**src/rtl/cpu_exec_ctrl.sv**
```systemverilog
// Execution sequencer for the RISC-V core: core reset/clock-enable, run/step/halt, cycle counter, watchdog.
// Optional breakpoint support is compiled in with `define CPU_EXEC_CTRL_BKPT_EN.
module cpu_exec_ctrl #(
  parameter int unsigned RST_CYCLES = 4,
  parameter int unsigned CNT_W      = 32,
  parameter int unsigned MAX_CYCLES = 0
) (
  input  logic             clk,
  input  logic             rst,
  input  logic             run_mode,
  input  logic             step_req,
  input  logic             restart,
  input  logic             halt,
`ifdef CPU_EXEC_CTRL_BKPT_EN
  input  logic             bkpt_en,
  input  logic [31:0]      bkpt_addr,
  input  logic [31:0]      pc,
  output logic             bkpt_hit,
`endif
  output logic             core_rst,
  output logic             core_en,
  output logic [1:0]       state,
  output logic             halted,
  output logic             timeout,
  output logic [CNT_W-1:0] cycle_cnt
);

  typedef enum logic [1:0] {
    S_RESET = 2'b00,
    S_RUN   = 2'b01,
    S_PAUSE = 2'b10,
    S_HALT  = 2'b11
  } state_t;

  localparam int unsigned        RC_W    = (RST_CYCLES > 1) ? $clog2(RST_CYCLES) : 1;
  localparam logic [RC_W-1:0]    RC_LAST = RC_W'(RST_CYCLES - 1);
  localparam logic [CNT_W-1:0]   WD_LAST = (MAX_CYCLES > 0) ? CNT_W'(MAX_CYCLES - 1) : '0;

  state_t           st, st_nx;
  logic [RC_W-1:0]  rst_cnt, rst_cnt_nx;
  logic             step_q, step_edge, wd_fire;
  logic             core_en_nx, timeout_nx;
  logic [CNT_W-1:0] cnt_nx;
`ifdef CPU_EXEC_CTRL_BKPT_EN
  logic             bkpt_hit_nx;
`endif

  assign state = st;

  always_ff @(posedge clk) begin
    if (rst) begin
      st        <= S_RESET;
      rst_cnt   <= '0;
      step_q    <= 1'b0;
      core_rst  <= 1'b1;
      core_en   <= 1'b0;
      halted    <= 1'b0;
      timeout   <= 1'b0;
      cycle_cnt <= '0;
`ifdef CPU_EXEC_CTRL_BKPT_EN
      bkpt_hit  <= 1'b0;
`endif
    end else begin
      st        <= st_nx;
      rst_cnt   <= rst_cnt_nx;
      step_q    <= step_req;
      core_rst  <= (st_nx == S_RESET);
      core_en   <= core_en_nx;
      halted    <= (st_nx == S_HALT);
      timeout   <= timeout_nx;
      cycle_cnt <= cnt_nx;
`ifdef CPU_EXEC_CTRL_BKPT_EN
      bkpt_hit  <= bkpt_hit_nx;
`endif
    end
  end

  // Outputs are registered from the next state, so core_rst/core_en/halted
  // change in the same cycle the new state becomes visible.
  always_comb begin
    step_edge  = step_req & ~step_q;
    wd_fire    = (MAX_CYCLES != 0) && core_en && (cycle_cnt == WD_LAST);
    st_nx      = st;
    rst_cnt_nx = '0;
    core_en_nx = 1'b0;
    timeout_nx = timeout;
    cnt_nx     = (core_en && (cycle_cnt != '1)) ? cycle_cnt + CNT_W'(1) : cycle_cnt;
`ifdef CPU_EXEC_CTRL_BKPT_EN
    bkpt_hit_nx = bkpt_hit;
`endif

    if (restart) begin
      st_nx = S_RESET;
    end else if (wd_fire) begin
      st_nx      = S_HALT;
      timeout_nx = 1'b1;
    end else if (core_en && halt) begin
      st_nx = S_HALT;
    end else begin
      case (st)
        S_RESET: begin
          if (rst_cnt == RC_LAST) st_nx = run_mode ? S_RUN : S_PAUSE;
          else                    rst_cnt_nx = rst_cnt + RC_W'(1);
        end
        S_RUN: begin
`ifdef CPU_EXEC_CTRL_BKPT_EN
          if (core_en && bkpt_en && (pc == bkpt_addr)) begin
            st_nx       = S_PAUSE;
            bkpt_hit_nx = 1'b1;
          end else
`endif
          if (!run_mode) st_nx = S_PAUSE;
        end
        S_PAUSE: begin
          if (run_mode)       st_nx = S_RUN;
          else if (step_edge) core_en_nx = 1'b1;
        end
        default: ;
      endcase
    end

    if (st_nx == S_RUN) core_en_nx = 1'b1;
    if (st_nx == S_RESET) begin
      cnt_nx     = '0;
      timeout_nx = 1'b0;
`ifdef CPU_EXEC_CTRL_BKPT_EN
      bkpt_hit_nx = 1'b0;
`endif
    end
  end

endmodule

```
**config.mk**
```make
export PLATFORM = sky130hd
export DESIGN_NAME = cpu_exec_ctrl
export DESIGN_NICKNAME = d
export VERILOG_FILES = /design/src/rtl/cpu_exec_ctrl.sv
export SDC_FILE = /design/constraint.sdc
export NUM_CORES = 1
export LEC_CHECK = 0
export CORE_MARGIN = 1
export CORE_UTILIZATION = 37
export DETAILED_ROUTE_END_ITERATION = 6
export DONT_BUFFER_PORTS = 1
export GPL_TIMING_DRIVEN = 0
export HOLD_SLACK_MARGIN = 0.05
export REMOVE_ABC_BUFFERS = 1
export SYNTH_ARGS = -nofsm -noshare
export SYNTH_HDL_FRONTEND = slang
export SYNTH_SLANG_ARGS = --single-unit
```
**constraint.sdc**
```tcl
create_clock -name clk -period 2.3 [get_ports clk]
set_clock_uncertainty 0.15 [all_clocks]
set_input_delay 0.23 -clock clk [delete_from_list [all_inputs] [get_ports clk]]
set_output_delay 0.23 -clock clk [all_outputs]
set_load 0.01 [all_outputs]
```
# Word-level counts from Yosys, hierarchy flattened
# Cells that the tools add are included.
[totals]
reg_bits = 40
input_bits = 6
output_inout_bits = 38
wordCells = 37
[op_classes]
addsub = 2
eq_ne = 6
mux = 13
n_bitwise = 3
reduce_logical = 6
[ops]
columns = ["op", "count"]
rows = [
  ["32-bit by 1-bit adder with 32-bit output (second input constant)", 1],
  ["32-bit != test (second input constant)", 1],
  ["2-bit two-way mux", 6],
  ["2-bit equality test (second input constant)", 3],
  ["1-bit two-way mux", 6],
  ["2-bit case mux with 3 select lines", 1],
  ["5-bit OR reduction", 1],
  ["2-bit by 1-bit equality test with 1-bit output (second input constant)", 2],
  ["2-bit zero test", 2],
  ["2-bit by 1-bit adder with 2-bit output (second input constant)", 1],
  ["1-bit logical AND", 2],
  ["1-bit NOT", 2],
  ["2-bit OR reduction", 1],
  ["1-bit bitwise AND", 1],
]

# Logic depth before layout (Yosys ltp)
[depth]
ltp_word = 8
ltp_mapped = 7
mapped_depth_nobuf = 6

# Least setup slack after synthesis
# OpenSTA, ideal clock, no wires.
[synth_path]
kind = "reg2reg"
start = "reg cycle_cnt[5]"
end = "reg cycle_cnt[21]"
setup_ns = 0.071
t_arrival_ns = 1.949
t_required_ns = 2.079
slack_ns = 0.130
path_stages_with_launch = 6
n_path_buf = 1
synth_period_minus_slack_ns = 2.170
cell_sequence = "dfxtp_1 -> nand4_2 -> or4_4 -> buf_2 -> or4_1 -> a21oi_1"
[synth_via]
elab_chain_cells = 2
elab_cells_between_ends = 3
classes_between = "add/sub (1); eq/ne (1); reduce/logical (1)"
[synth_rtl]
columns = ["item", "line_no", "text"]
rows = [
  ["start, declared", "25", "output logic [CNT_W-1:0] cycle_cnt"],
  ["start signal, assigned", "71", "cycle_cnt <= cnt_nx;"],
  ["parallel branches: the longest is 2 deep, another holds 32-bit by 1-bit adder with 32-bit output", "--", ""],
]
# Parallel ways; which one is timed is not known.
# A chain may end at the register's enable or synchronous reset.

# Worst setup path in the final report
[layout_path]
start = "reg cycle_cnt[8]"
end = "reg cycle_cnt[21]"
# Same word-level chain as after synthesis.

==> flow_metrics.tcl <==
set metrics [dict create \
    status "finished clean" \
    max_freq_ghz 0.455 \
    final_nets 251 \
    fin_cells 314 \
    min_path_cells 2 \
    vdd_drop_max_v 0.000297 \
    reg2reg_depth 5 \
    clk_pin_slew_worst_paths_ps 80 \
    antenna_found_initial 0 \
    fin_crit_sh 0.955 \
    io_pins 44 \
    hpwl_microns 3200 \
    crit_path_start_kind "flip-flop" \
    drtIter0Drc 55 \
    max-slew-margin-rel 0.656 \
    rrSetupSlack_ps 100 \
    drc_errors 0 \
    pwr-share-comb 0.013 \
    crit_start "cycle_cnt[8]" \
    cts-root-buf "clkbuf_8" \
    clock-sinks 40 \
    min_from "halt" \
    hold-path-endpoint "state[0]" \
    seqPwrFrac 0.538 \
    dieArea_sq_um 5580 \
    core.rowCount 26 \
    clockPowerShare 0.449 \
    maxSlewViolCount 0 \
    p_per_area_nw_per_um2 564 \
    path_cells "nand4_2, or4_4, buf_4, or4_1, a21oi_1" \
    period_minus_slack_ps 2200 \
    cp.arrival_ps 2260 \
    die_w_microns 74.7 \
    post_drt_wl_per_cell_microns 14.9 \
    die_h_microns 74.7 \
    regToRegStartpoint "cycle_cnt[8]" \
    grt_pass1_wl_microns 7500 \
    grt_pass1_vias 1609 \
    place_inst 297 \
    yosysUniqueCellTypes 40 \
    tightest_slew_ps 516 \
    ant_nets 0 \
    rsz0062_at_grt "false" \
    leakage_nw 0.680 \
    finalSetupViolCount 0 \
    drive_above_1_share 0.225 \
    via_per_inst 5.57 \
    num-fill-cells 527 \
    vias 1750 \
    worst_setup_path_end_kind "flip-flop" \
    coreArea_sq_um 5110 \
    synthCells 235 \
    initial_utilization 0.383 \
    p_int_mw 1.02 \
    diodes 0 \
    cts_tree "yes" \
    final_core_util 0.446 \
    p_sw_uw 266 \
    max-clock-path-buffers 2 \
    netlist_area_sq_um 1960 \
    clk-insertion-delay-late_ps 290 \
    drtPass1Iterations 4 \
    grt_util_all_layers 0.178 \
    routed_wl_microns 4670 \
    ys_ff_latch 40 \
    port_buffers 0 \
    area_growth_pct 16.5 \
    synth_seq_area_share 0.409 \
    grt_max_degree 29 \
    routabilityCongestion 0.794 \
    crit_type "flip-flop to flip-flop" \
    hold_path_class "input port to flip-flop" \
    slowest_stage "or4_4" \
    cts_buffers 5 \
    rr_endpoint "cycle_cnt[21]" \
    swShare 0.207 \
    finalHoldViolCount 0 \
    syn_area_per_cell_sq_um 8.33 \
    globalRouteOverflowTotal 0 \
    path_max_fanout 7 \
    yosysWarnings 0 \
    maxCapViolations 0 \
    cp.required_ps 2360 \
    cpPeakStageDelay_ps 500 \
    cts_htree_levels 2 \
]
critical path: cells and delay by family, from the launching register on:
| kind | cells | cell delay (ps) |
|---|---|---|
| AO/OA/AOI/OAI | 1 | 140 |
| flip-flops | 1 | 400 |
| buffers and inverters | 1 | 180 |
| AND/OR/NAND/NOR | 3 | 1240 |
layer usage:
layer	track usage	wire, microns
met1	0.219	2190
met2	0.288	2120
met3	0.0643	325
met4	0.0629	43
met5	0	0
through the flow:
stage               setup TNS [ps]  total power, mW  cell area [sq um]  hold WS [ps]  worst slack (ps)
finish                           0             1.29               2280          77.3               104
global placement            -14330            0.722               2010           154              -886
CTS                              0             1.31               2220          59.3              7.54
floorplan                    -1370            0.720               1920           152              -173
global route                     0             1.33               2280          75.8              4.98
detailed placement           -1290            0.722               2020           154              -170
synth_stat cells (all sizes together):
cell type  instances  area share
nor4              10       0.035
xor2               3       0.013
conb               1      0.0019
and3b              1      0.0045
or4b               1      0.0051
or3                9       0.029
o211a              1      0.0051
dfxtp             40        0.41
ha                 2       0.013
o31ai              7       0.029
o211ai             2      0.0077
inv                7       0.013
clkbuf             7       0.013
o2111ai            1      0.0045
xnor2              9       0.040
nand3             14       0.036
and4               5       0.022
or2                4       0.013
nor3               5       0.013
nand2b             2      0.0064
or4                7       0.029
a31oi              3      0.0096
o21ai             10       0.026
nand4             11       0.038
nor2b              2      0.0064
a21oi             18       0.046
mux2i              3       0.015
nand2             15       0.029
nor2              24       0.046
a211oi             2      0.0077
a31o               2      0.0090
buf                2      0.0064
o21bai             2      0.0077
and3               3      0.0096
layout by cell type, fill, tap and decap left out, drive strengths merged, types with 5 or more instances in the layout:
cell type  synthesis  layout
nor3               5       5
inv                7       7
nand4             11      11
or4                7       7
clkbuf             7       5
and4               5       5
buf                2       6
xnor2              9       9
a21oi             18      18
dfxtp             40      40
nand3             14      14
nand2             15      15
o21ai             10      10
nor2              24      24
o31ai              7       7
nor4              10      10
or3                9       9
cells by family after synthesis:
| logic type | after synthesis | synth area share |
|---|---|---|
| adders and majority gates | 2 | 0.0128 |
| other | 1 | 0.00192 |
| xor gates and xnor gates | 12 | 0.0537 |
| AOI/OAI and AO/OA | 48 | 0.152 |
| DFF | 40 | 0.409 |
| buffers and inverters | 16 | 0.0332 |
| and+or+nand+nor | 113 | 0.322 |
| muxes | 3 | 0.0153 |
power by group through the flow:
stage / Sequential [mW] / Combinational, mW / Clock (mW)
after global placement: 0.712 / 0.00998 / 0
after floorplan: 0.712 / 0.00813 / 0
after detailed placement: 0.712 / 0.00998 / 0
after CTS: 0.696 / 0.0164 / 0.597
final: 0.692 / 0.0164 / 0.578
after global routing: 0.692 / 0.0186 / 0.622
state kept, by name (all words and copies together), names as in the netlist:
signal     count
cycle_cnt     32
rst_cnt        2
state          2
core_en        1
core_rst       1
halted         1
step_q         1
how the worst max path moves through the flow:
stage / depth (start not counted) / endpoint / slack (ps)
2_1_floorplan: 5 / cycle_cnt[5] / -170
3_3_place_gp: 5 / cycle_cnt[5] / -890
3_5_place_dp: 5 / cycle_cnt[15] / -170
4_1_cts: 5 / cycle_cnt[26] / 8
5_1_grt: 5 / cycle_cnt[21] / 5
6_report: 5 / cycle_cnt[21] / 100
area by class of cell:
type / instances / area (sq um) / share of cell area
clock buffers: 5 / 68.8 / 0.0302
clock inverters: 3 / 42.5 / 0.0187
inverters: 7 / 26.3 / 0.0115
multi-input cells: 179 / 1130 / 0.496
flip-flops and latches: 40 / 840 / 0.368
well taps: 70 / 87.6 / 0.0384
repair buffers: 10 / 85.1 / 0.0373
timing repair:
action | in CTS | in global routing
hold buffers | 4 | 0
endpoints found under the hold margin | 7 | 0
endpoints found under the setup margin | 29 | 12
gates resized for setup | 17 | 17
setup buffers | 2 | 3
pin swaps | 1 | 5
(Power assumes the default switching activity.)
